### config.mk
export PLATFORM = sky130hd
export DESIGN_NAME = eth_gmii_tx_framer
export DESIGN_NICKNAME = d
export VERILOG_FILES = /design/src/rtl/eth_pkg.sv /design/src/rtl/eth_crc32_d8.sv /design/src/rtl/eth_gmii_tx_framer.sv
export SDC_FILE = /design/constraint.sdc
export NUM_CORES = 1
export LEC_CHECK = 0
export CAP_MARGIN = 5
export CORE_ASPECT_RATIO = 0.6
export CORE_MARGIN = 2
export CORE_UTILIZATION = 30
export DETAILED_ROUTE_END_ITERATION = 7
export DONT_BUFFER_PORTS = 1
export HOLD_SLACK_MARGIN = 0.06
export PLACE_DENSITY = 0.53
export SYNTH_ARGS = -nofsm -noshare
export SYNTH_HDL_FRONTEND = slang
export SYNTH_SLANG_ARGS = --single-unit
### constraint.sdc
create_clock -name gmii_tx_clk -period 4.4 [get_ports gmii_tx_clk]
set_input_delay 0.22 -clock gmii_tx_clk [delete_from_list [all_inputs] [get_ports gmii_tx_clk]]
set_output_delay 0.22 -clock gmii_tx_clk [all_outputs]
set_load 0.02 [all_outputs]
### src/rtl/eth_pkg.sv
// Shared Ethernet definitions: transmit framer states, GMII beat type and
// CRC-32 constants used by both the TX framer and the RX checker.
package eth_pkg;

  typedef enum logic [2:0] {
    IDLE,
    PRE,
    SFD,
    DATA,
    DROP,
    PAD,
    FCS,
    IFG
  } tx_state_e;

  typedef struct packed {
    logic [7:0] txd;
    logic       en;
    logic       er;
  } gmii_tx_t;

  localparam logic [7:0]  ETH_PREAMBLE  = 8'h55;
  localparam logic [7:0]  ETH_SFD       = 8'hD5;
  localparam logic [31:0] CRC32_POLY    = 32'hEDB88320;
  localparam logic [31:0] CRC32_INIT    = 32'hFFFFFFFF;
  localparam logic [31:0] CRC32_RESIDUE = 32'hDEBB20E3;

endpackage

### src/rtl/eth_crc32_d8.sv
// Combinational byte-wide CRC-32 step (reflected 802.3 polynomial, data LSB first).
module eth_crc32_d8
  import eth_pkg::*;
(
  input  logic [7:0]  data,
  input  logic [31:0] crc_in,
  output logic [31:0] crc_out
);

  always_comb begin
    crc_out = crc_in;
    for (int i = 0; i < 8; i++) begin
      crc_out = {1'b0, crc_out[31:1]} ^ ((crc_out[0] ^ data[i]) ? CRC32_POLY : 32'h0);
    end
  end

endmodule

### src/rtl/eth_gmii_tx_framer.sv
// GMII transmit framer: preamble/SFD insertion, zero padding, FCS append and
// inter-frame gap, one byte per gmii_tx_clk.
module eth_gmii_tx_framer
  import eth_pkg::*;
#(
  parameter int PREAMBLE_LEN = 7,
  parameter int MIN_PAYLOAD  = 60,
  parameter int IFG_CYCLES   = 12,
  parameter int CNT_W        = 11
) (
  input  logic       gmii_tx_clk,
  input  logic       reset,
  input  logic [7:0] s_data,
  input  logic       s_valid,
  input  logic       s_last,
  input  logic       s_error,
  output logic       s_ready,
  output logic [7:0] gmii_txd,
  output logic       gmii_tx_en,
  output logic       gmii_tx_er,
  output logic       frame_done,
  output logic       frame_abort
);

  localparam int PH_W = 8;
  localparam logic [PH_W-1:0]  PRE_LAST = PH_W'(PREAMBLE_LEN - 1);
  localparam logic [PH_W-1:0]  IFG_LAST = PH_W'(IFG_CYCLES - 1);
  localparam logic [CNT_W:0]   MIN_P    = (CNT_W + 1)'(MIN_PAYLOAD);

  tx_state_e        state, state_nx;
  logic [CNT_W-1:0] cnt, cnt_nx, cnt_inc;
  logic [CNT_W:0]   cnt_p1;
  logic [PH_W-1:0]  ph, ph_nx;
  logic [31:0]      crc, crc_nx, crc_step, fcs;
  logic [7:0]       crc_din, fcs_byte;
  gmii_tx_t         tx, tx_nx;
  logic             done_nx, abort_nx;
  logic             accept;

  assign s_ready = (state == DATA) || (state == DROP);
  assign accept  = s_valid && s_ready;

  // Pad bytes feed zeros into the CRC; otherwise the accepted payload byte.
  assign crc_din = (state == PAD) ? 8'h00 : s_data;

  eth_crc32_d8 u_crc (
    .data    (crc_din),
    .crc_in  (crc),
    .crc_out (crc_step)
  );

  assign cnt_p1  = {1'b0, cnt} + 1'b1;
  assign cnt_inc = (&cnt) ? cnt : cnt + 1'b1;
  assign fcs     = ~crc;

  always_comb begin
    unique case (ph[1:0])
      2'd0:    fcs_byte = fcs[7:0];
      2'd1:    fcs_byte = fcs[15:8];
      2'd2:    fcs_byte = fcs[23:16];
      default: fcs_byte = fcs[31:24];
    endcase
  end

  always_comb begin
    state_nx = state;
    cnt_nx   = cnt;
    ph_nx    = ph;
    crc_nx   = crc;
    tx_nx    = '0;
    done_nx  = 1'b0;
    abort_nx = 1'b0;
    unique case (state)
      IDLE: begin
        if (s_valid) begin
          state_nx = PRE;
          ph_nx    = '0;
        end
      end
      PRE: begin
        tx_nx.txd = ETH_PREAMBLE;
        tx_nx.en  = 1'b1;
        if (ph == PRE_LAST) begin
          state_nx = SFD;
          ph_nx    = '0;
        end else begin
          ph_nx = ph + 1'b1;
        end
      end
      SFD: begin
        tx_nx.txd = ETH_SFD;
        tx_nx.en  = 1'b1;
        crc_nx    = CRC32_INIT;
        cnt_nx    = '0;
        state_nx  = DATA;
      end
      DATA: begin
        // Underrun and flagged errors both poison the frame with one tx_er beat.
        if (!s_valid || s_error) begin
          tx_nx.en = 1'b1;
          tx_nx.er = 1'b1;
          abort_nx = 1'b1;
          state_nx = (s_valid && s_last) ? IFG : DROP;
          ph_nx    = '0;
        end else begin
          tx_nx.txd = s_data;
          tx_nx.en  = 1'b1;
          crc_nx    = crc_step;
          cnt_nx    = cnt_inc;
          if (s_last) begin
            state_nx = (cnt_p1 < MIN_P) ? PAD : FCS;
            ph_nx    = '0;
          end
        end
      end
      DROP: begin
        if (accept && s_last) begin
          state_nx = IFG;
          ph_nx    = '0;
        end
      end
      PAD: begin
        tx_nx.en = 1'b1;
        crc_nx   = crc_step;
        cnt_nx   = cnt_inc;
        if (cnt_p1 >= MIN_P) begin
          state_nx = FCS;
          ph_nx    = '0;
        end
      end
      FCS: begin
        tx_nx.txd = fcs_byte;
        tx_nx.en  = 1'b1;
        if (ph[1:0] == 2'd3) begin
          done_nx  = 1'b1;
          state_nx = IFG;
          ph_nx    = '0;
        end else begin
          ph_nx = ph + 1'b1;
        end
      end
      IFG: begin
        if (ph == IFG_LAST) begin
          state_nx = IDLE;
          ph_nx    = '0;
        end else begin
          ph_nx = ph + 1'b1;
        end
      end
    endcase
  end

  always_ff @(posedge gmii_tx_clk) begin
    if (reset) begin
      state       <= IDLE;
      cnt         <= '0;
      ph          <= '0;
      crc         <= CRC32_INIT;
      tx          <= '0;
      frame_done  <= 1'b0;
      frame_abort <= 1'b0;
    end else begin
      state       <= state_nx;
      cnt         <= cnt_nx;
      ph          <= ph_nx;
      crc         <= crc_nx;
      tx          <= tx_nx;
      frame_done  <= done_nx;
      frame_abort <= abort_nx;
    end
  end

  assign gmii_txd   = tx.txd;
  assign gmii_tx_en = tx.en;
  assign gmii_tx_er = tx.er;

endmodule

---- After elaboration in Yosys (flattened, before gate mapping) ----
Cells that the tools add are included.
Widths: inputs -> output; s select.
storage, ports and cells
  bits in registers ....................... 65
  bits of input ports ..................... 13
  logic and storage cells ................. 109
  output and inout port bits .............. 13
operators by class
  reductions and logical operators ........ 17
  add/sub/neg operators ................... 3
  bitwise gates (word level) .............. 19
  magnitude comparators ................... 2
  equality and inequality tests ........... 20
  muxes and demuxes ....................... 40
operators with widths
  operator               number
  $mux 32                9
  $xor 31x32->32         8
  $pmux 32 s3            1
  $mux 8                 10
  $pmux 8 s7             1
  $pmux 11 s3            1
  $not 32->32            1
  $pmux 8 s4             1
  $mux 3                 8
  $pmux 3 s8             1
  $pmux 8 s3             1
  $mux 11                2
  $add 11x1->12 const B  1
  $eq 3x3->1 const B     4
  $ge 12x6->1 const B    1
  $lt 12x6->1 const B    1
  $add 11x1->11 const B  1
  $reduce_and 11->1      1
  $ne 2x2->1 const B     5
  $add 8x1->8 const B    1
  $eq 8x3->1 const B     1
  $eq 8x4->1 const B     1
  $xor 1x1->1            8
  $reduce_and 7->1       1
  other kinds (20)       31

---- Depth between registers and ports, before layout ----
  word-level depth ........................ 28
  depth in mapped cells ................... 10
  mapped depth without buffers ............ 9

---- By module ----
A second synthesis with hierarchy kept.
second synthesis, totals
  cell total of the unflattened synthesis .. 501
  area, all modules ....................... 4,199.0 um^2
by module, submodules not included
  module              cells each  instances  area an instance (um^2)  seq. area each (um^2)
  eth_gmii_tx_framer  434         1          3,295.7                  1,301.2
  eth_crc32_d8        67          1          903.4                    0.0

---- Least setup slack after synthesis ----
OpenSTA, ideal clock, no wires.
  path kind ............................... register to register
  start point ............................. reg state[2]
  end point ............................... reg crc[26]
  required time ........................... 4.283 ns
  slack ................................... 1.995 ns
  library setup time ...................... 0.117 ns
  path buffers ............................ 0
  data arrival time ....................... 2.287 ns
  period minus slack after synthesis ...... 2.405 ns
  cell stages (with the launch flop) ...... 8
  cells stage by stage .................... dfxtp_1 > and3b_4 > o211ai_4 > xnor3_2 > xnor3_2 > xnor3_1 > o22ai_1 > nand2b_1
on the way
  longest elaborated chain between the ends .. 16
  elaborated cells on any way between the ends .. 31
  classes of those cells .................. eq/ne: 4; mux: 10; bitwise: 15; reduce/logical: 2
RTL lines
  what                          RTL line                                            text
  from (decl)                   eth_gmii_tx_framer.sv:30                            tx_state_e state, state_nx;
  from (signal assigned)        eth_gmii_tx_framer.sv:163                           state <= state_nx;
  $eq 3x3->1                    eth_gmii_tx_framer.sv:44, eth_gmii_tx_framer.sv:73
  $mux 8                        eth_gmii_tx_framer.sv:44                            assign crc_din = (state == PAD) ? 8'h00 : s_data;
  $xor 1x1->1                   eth_crc32_d8.sv:13                                  crc_out = {1'b0, crc_out[31:1]} ^ ((crc_out[0] ^ data[i]) ? CRC32_POLY : 32'h0);
  $mux 32                       eth_crc32_d8.sv:13
  $xor 31x32->32 (6 in series)  eth_crc32_d8.sv:13
  $xor 1x1->1                   eth_crc32_d8.sv:13
  $mux 32                       eth_crc32_d8.sv:13
  $xor 31x32->32 (2 in series)  eth_crc32_d8.sv:13
  $mux 32                       eth_gmii_tx_framer.sv:99                            if (!s_valid || s_error) begin
  $pmux 32 s3                   eth_gmii_tx_framer.sv:73                            unique case (state)
  to (signal assigned)          eth_gmii_tx_framer.sv:166                           crc <= crc_nx;
  to (decl)                     eth_gmii_tx_framer.sv:34                            logic [31:0] crc, crc_nx, crc_step, fcs;
Several ways; a longest one is shown, not always the timed one. The select of a mux whose other input is x is not followed.
A chain may end at the register's enable or synchronous reset.

---- Final worst setup path ----
  start point ............................. reg state[0]
  end point ............................... reg crc[20]
Same word-level chain as after synthesis.

==> impl_metrics.tcl <==
set metrics [dict create \
    layout.nets 493 \
    overflow 0 \
    p_leak_nw 1.69 \
    syn_area_per_cell_um2 8.44 \
    antenna_found_initial 0 \
    start_util_pct 31.1 \
    use_met1_pct 27.2 \
    rows 32 \
    synth_top_area_share_pct 32.2 \
    cp-end-kind "flip-flop" \
    status "completed" \
    cts.sinks 65 \
    mappedNetlistArea_um2 4040 \
    synth-seq-area-share_pct 32.2 \
    htreeDepth 3 \
    clock_skew_ns 0.00454 \
    ys_ff_latch 65 \
    n_fill_cell 1377 \
    synth_edf_count 0 \
    gp_congestion 0.895 \
    fin_total_pwr_mw 2.64 \
    grt_pass1_vias 3253 \
    path_clk_slew_ns 0.05 \
    required_ns 4.63 \
    finalMaxSlewViolations 0 \
    use_met3_pct 5.63 \
    worstMarginPinSlew_ns 0.902 \
    initialDrtViolationCount 314 \
    synth_most_common_cell "dfxtp_1" \
    wirelength_um 11700 \
    cts-buffers-inserted 9 \
    clock_latency_ns 0.34 \
    cpPeakStageDelay_ns 0.78 \
    setup_viol_count_final 0 \
    synth_area_leader_cell "dfxtp_1" \
    syn_to_final_growth_pct 12.6 \
    grt_pass1_wl_um 18900 \
    antenna_left 0 \
    clk_path_buf_depth 2 \
    drive_gt1_share_pct 5.65 \
    cp_cell_sequence "nand3b_1 -> a211oi_1 -> xnor2_1 -> xnor3_1 -> xor3_1 -> o22ai_1 -> nand2b_1" \
    drc 0 \
    synth_commonest_cells "dfxtp_1 (65), nor2_1 (47), xnor2_1 (45)" \
    cts_root_buf "clkbuf_16" \
    die_h_um 93.8 \
    grt_max_degree 53 \
    tns_ns 0 \
    vias_per_cell 5.39 \
    post_cts_buffers 0 \
    synthCells 478 \
    die_w_um 154 \
    busiest_layer "met1" \
    portBuffers 0 \
    synthArstFlopShare_pct 0 \
    rsz0062_at_grt "no" \
    drv_cap 0 \
    yosys_warnings 0 \
    synthesis.nets 497 \
    hold_path_class "input port to flip-flop" \
    fmax_mhz 303 \
    vias 3493 \
    dr.pass1.iters 5 \
    crit_fanout 23 \
    ir_drop_mv 0.222 \
    dieArea_um2 14400 \
    utilization_pct 35.0 \
    core_area_um2 13000 \
    synth_top_flop_cell "dfxtp_1" \
    ios 26 \
    yosysUniqueCellTypes 52 \
    hpwl_um 8310 \
    max-slew-margin-rel_pct 39.7 \
    slowest_stage "a211oi_1" \
    tritoncts "built" \
    worst_setup_path_start_kind "flip-flop" \
    use_met2_pct 20.9 \
    critPathKind "flip-flop to flip-flop" \
    track_usage_pct 16.9 \
    timing.final.crit_share_pct 75.1 \
    n_antenna_cell 0 \
    synthTopCellsByArea "dfxtp_1 (32%), xnor2_1 (9.8%), o22ai_1 (4.5%)" \
    crit_arrival_ns 3.53 \
    period_needed_ns 3.30 \
    wire_per_inst_um 18.0 \
    hold_viol 0 \
    power.density_nw_per_um2 582 \
]
where the power goes:
part,internal (mW),leakage [nW],switching [mW]
clock,0.464,0.148,0.264
sequential,0.642,0.527,0.100
combinational,0.546,1.01,0.629
worst max-delay path, delay by kind of cell, from the launching register on:
family | cells | cell delay (ns)
xor gates and xnor gates | 3 | 1.02
AOI/OAI and AO/OA | 2 | 0.91
DFF | 1 | 0.73
and+or+nand+nor | 2 | 0.52
metrics by stage:
step / cells / hold WS [ns] / setup slack [ns] / cell area [um2]
floorplan: 478 / 0.356 / 2.00 / 4040
global route: 648 / 0.0931 / 0.802 / 4540
CTS: 648 / 0.0791 / 1.19 / 4540
global placement: 626 / 0.298 / 1.28 / 4170
finish: 648 / 0.0854 / 1.10 / 4540
detailed placement: 626 / 0.302 / 1.22 / 4170
layout by cell type, fill, tap and decap left out, drive strengths merged, types with 9 or more instances in the layout:
cell type / n
nand2: 43
nand3: 9
clkbuf: 12
xor2: 13
xnor3: 9
inv: 9
a21oi: 29
nor2: 47
nor3: 15
xnor2: 45
o21ai: 18
o22ai: 29
dfxtp: 65
nor2b: 12
nand2b: 25
per-layer routing:
layer	vias to the layer above	wire, um
met5	-	0
met4	0	80
met3	10	1130
met2	134	4010
met1	1661	6450
li1	1688	-
registers in the layout, indices dropped and copies added (netlist names):
register and cells:
ph 8, cnt 11, frame_done 1, gmii_txd 8, gmii_tx_en 1, gmii_tx_er 1, state 3, crc 32
timing repair:
item                      in CTS  in global routing
hold endpoints to repair      58                  0
resized for setup              0                  0
hold buffers                   7                  0
cell families (layout without fill, tap and decap cells):
family	after synthesis	after routing	share of synthesized area (%)
buffers and inverters	33	33	3.19
AO/OA/AOI/OAI	118	118	19.1
flip-flops	65	65	32.2
XOR/XNOR	70	70	20.2
multiplexers	1	1	0.248
AND/OR/NAND/NOR	185	185	23.2
adder cells (fa/ha/maj)	6	6	1.86
final cells by class:
cell class	count	area (um2)	share of cell area (%)
clock buffers	12	256	5.64
repair buffers	9	95.1	2.09
clock inverters	3	40.0	0.881
well taps	170	213	4.68
inverters	9	33.8	0.743
flip-flops and latches	65	1300	28.6
multi-input cells	380	2610	57.3
path summary, 6_finish.rpt:
path,start,end,slack [ns],depth (start not counted)
worst max-delay path,state[0]$_SDFFE_PP0P_,crc[20]$_SDFFE_PP1P_,1.10,7
worst min-delay path,reset,crc[6]$_SDFFE_PP1P_,0.09,2
worst max register to register,state[0]$_SDFFE_PP0P_,crc[20]$_SDFFE_PP1P_,1.10,7
worst min register to register,ph[7]$_SDFFE_PP0P_,ph[7]$_SDFFE_PP0P_,0.50,2
No activity file was read; power rests on OpenSTA's default activity.
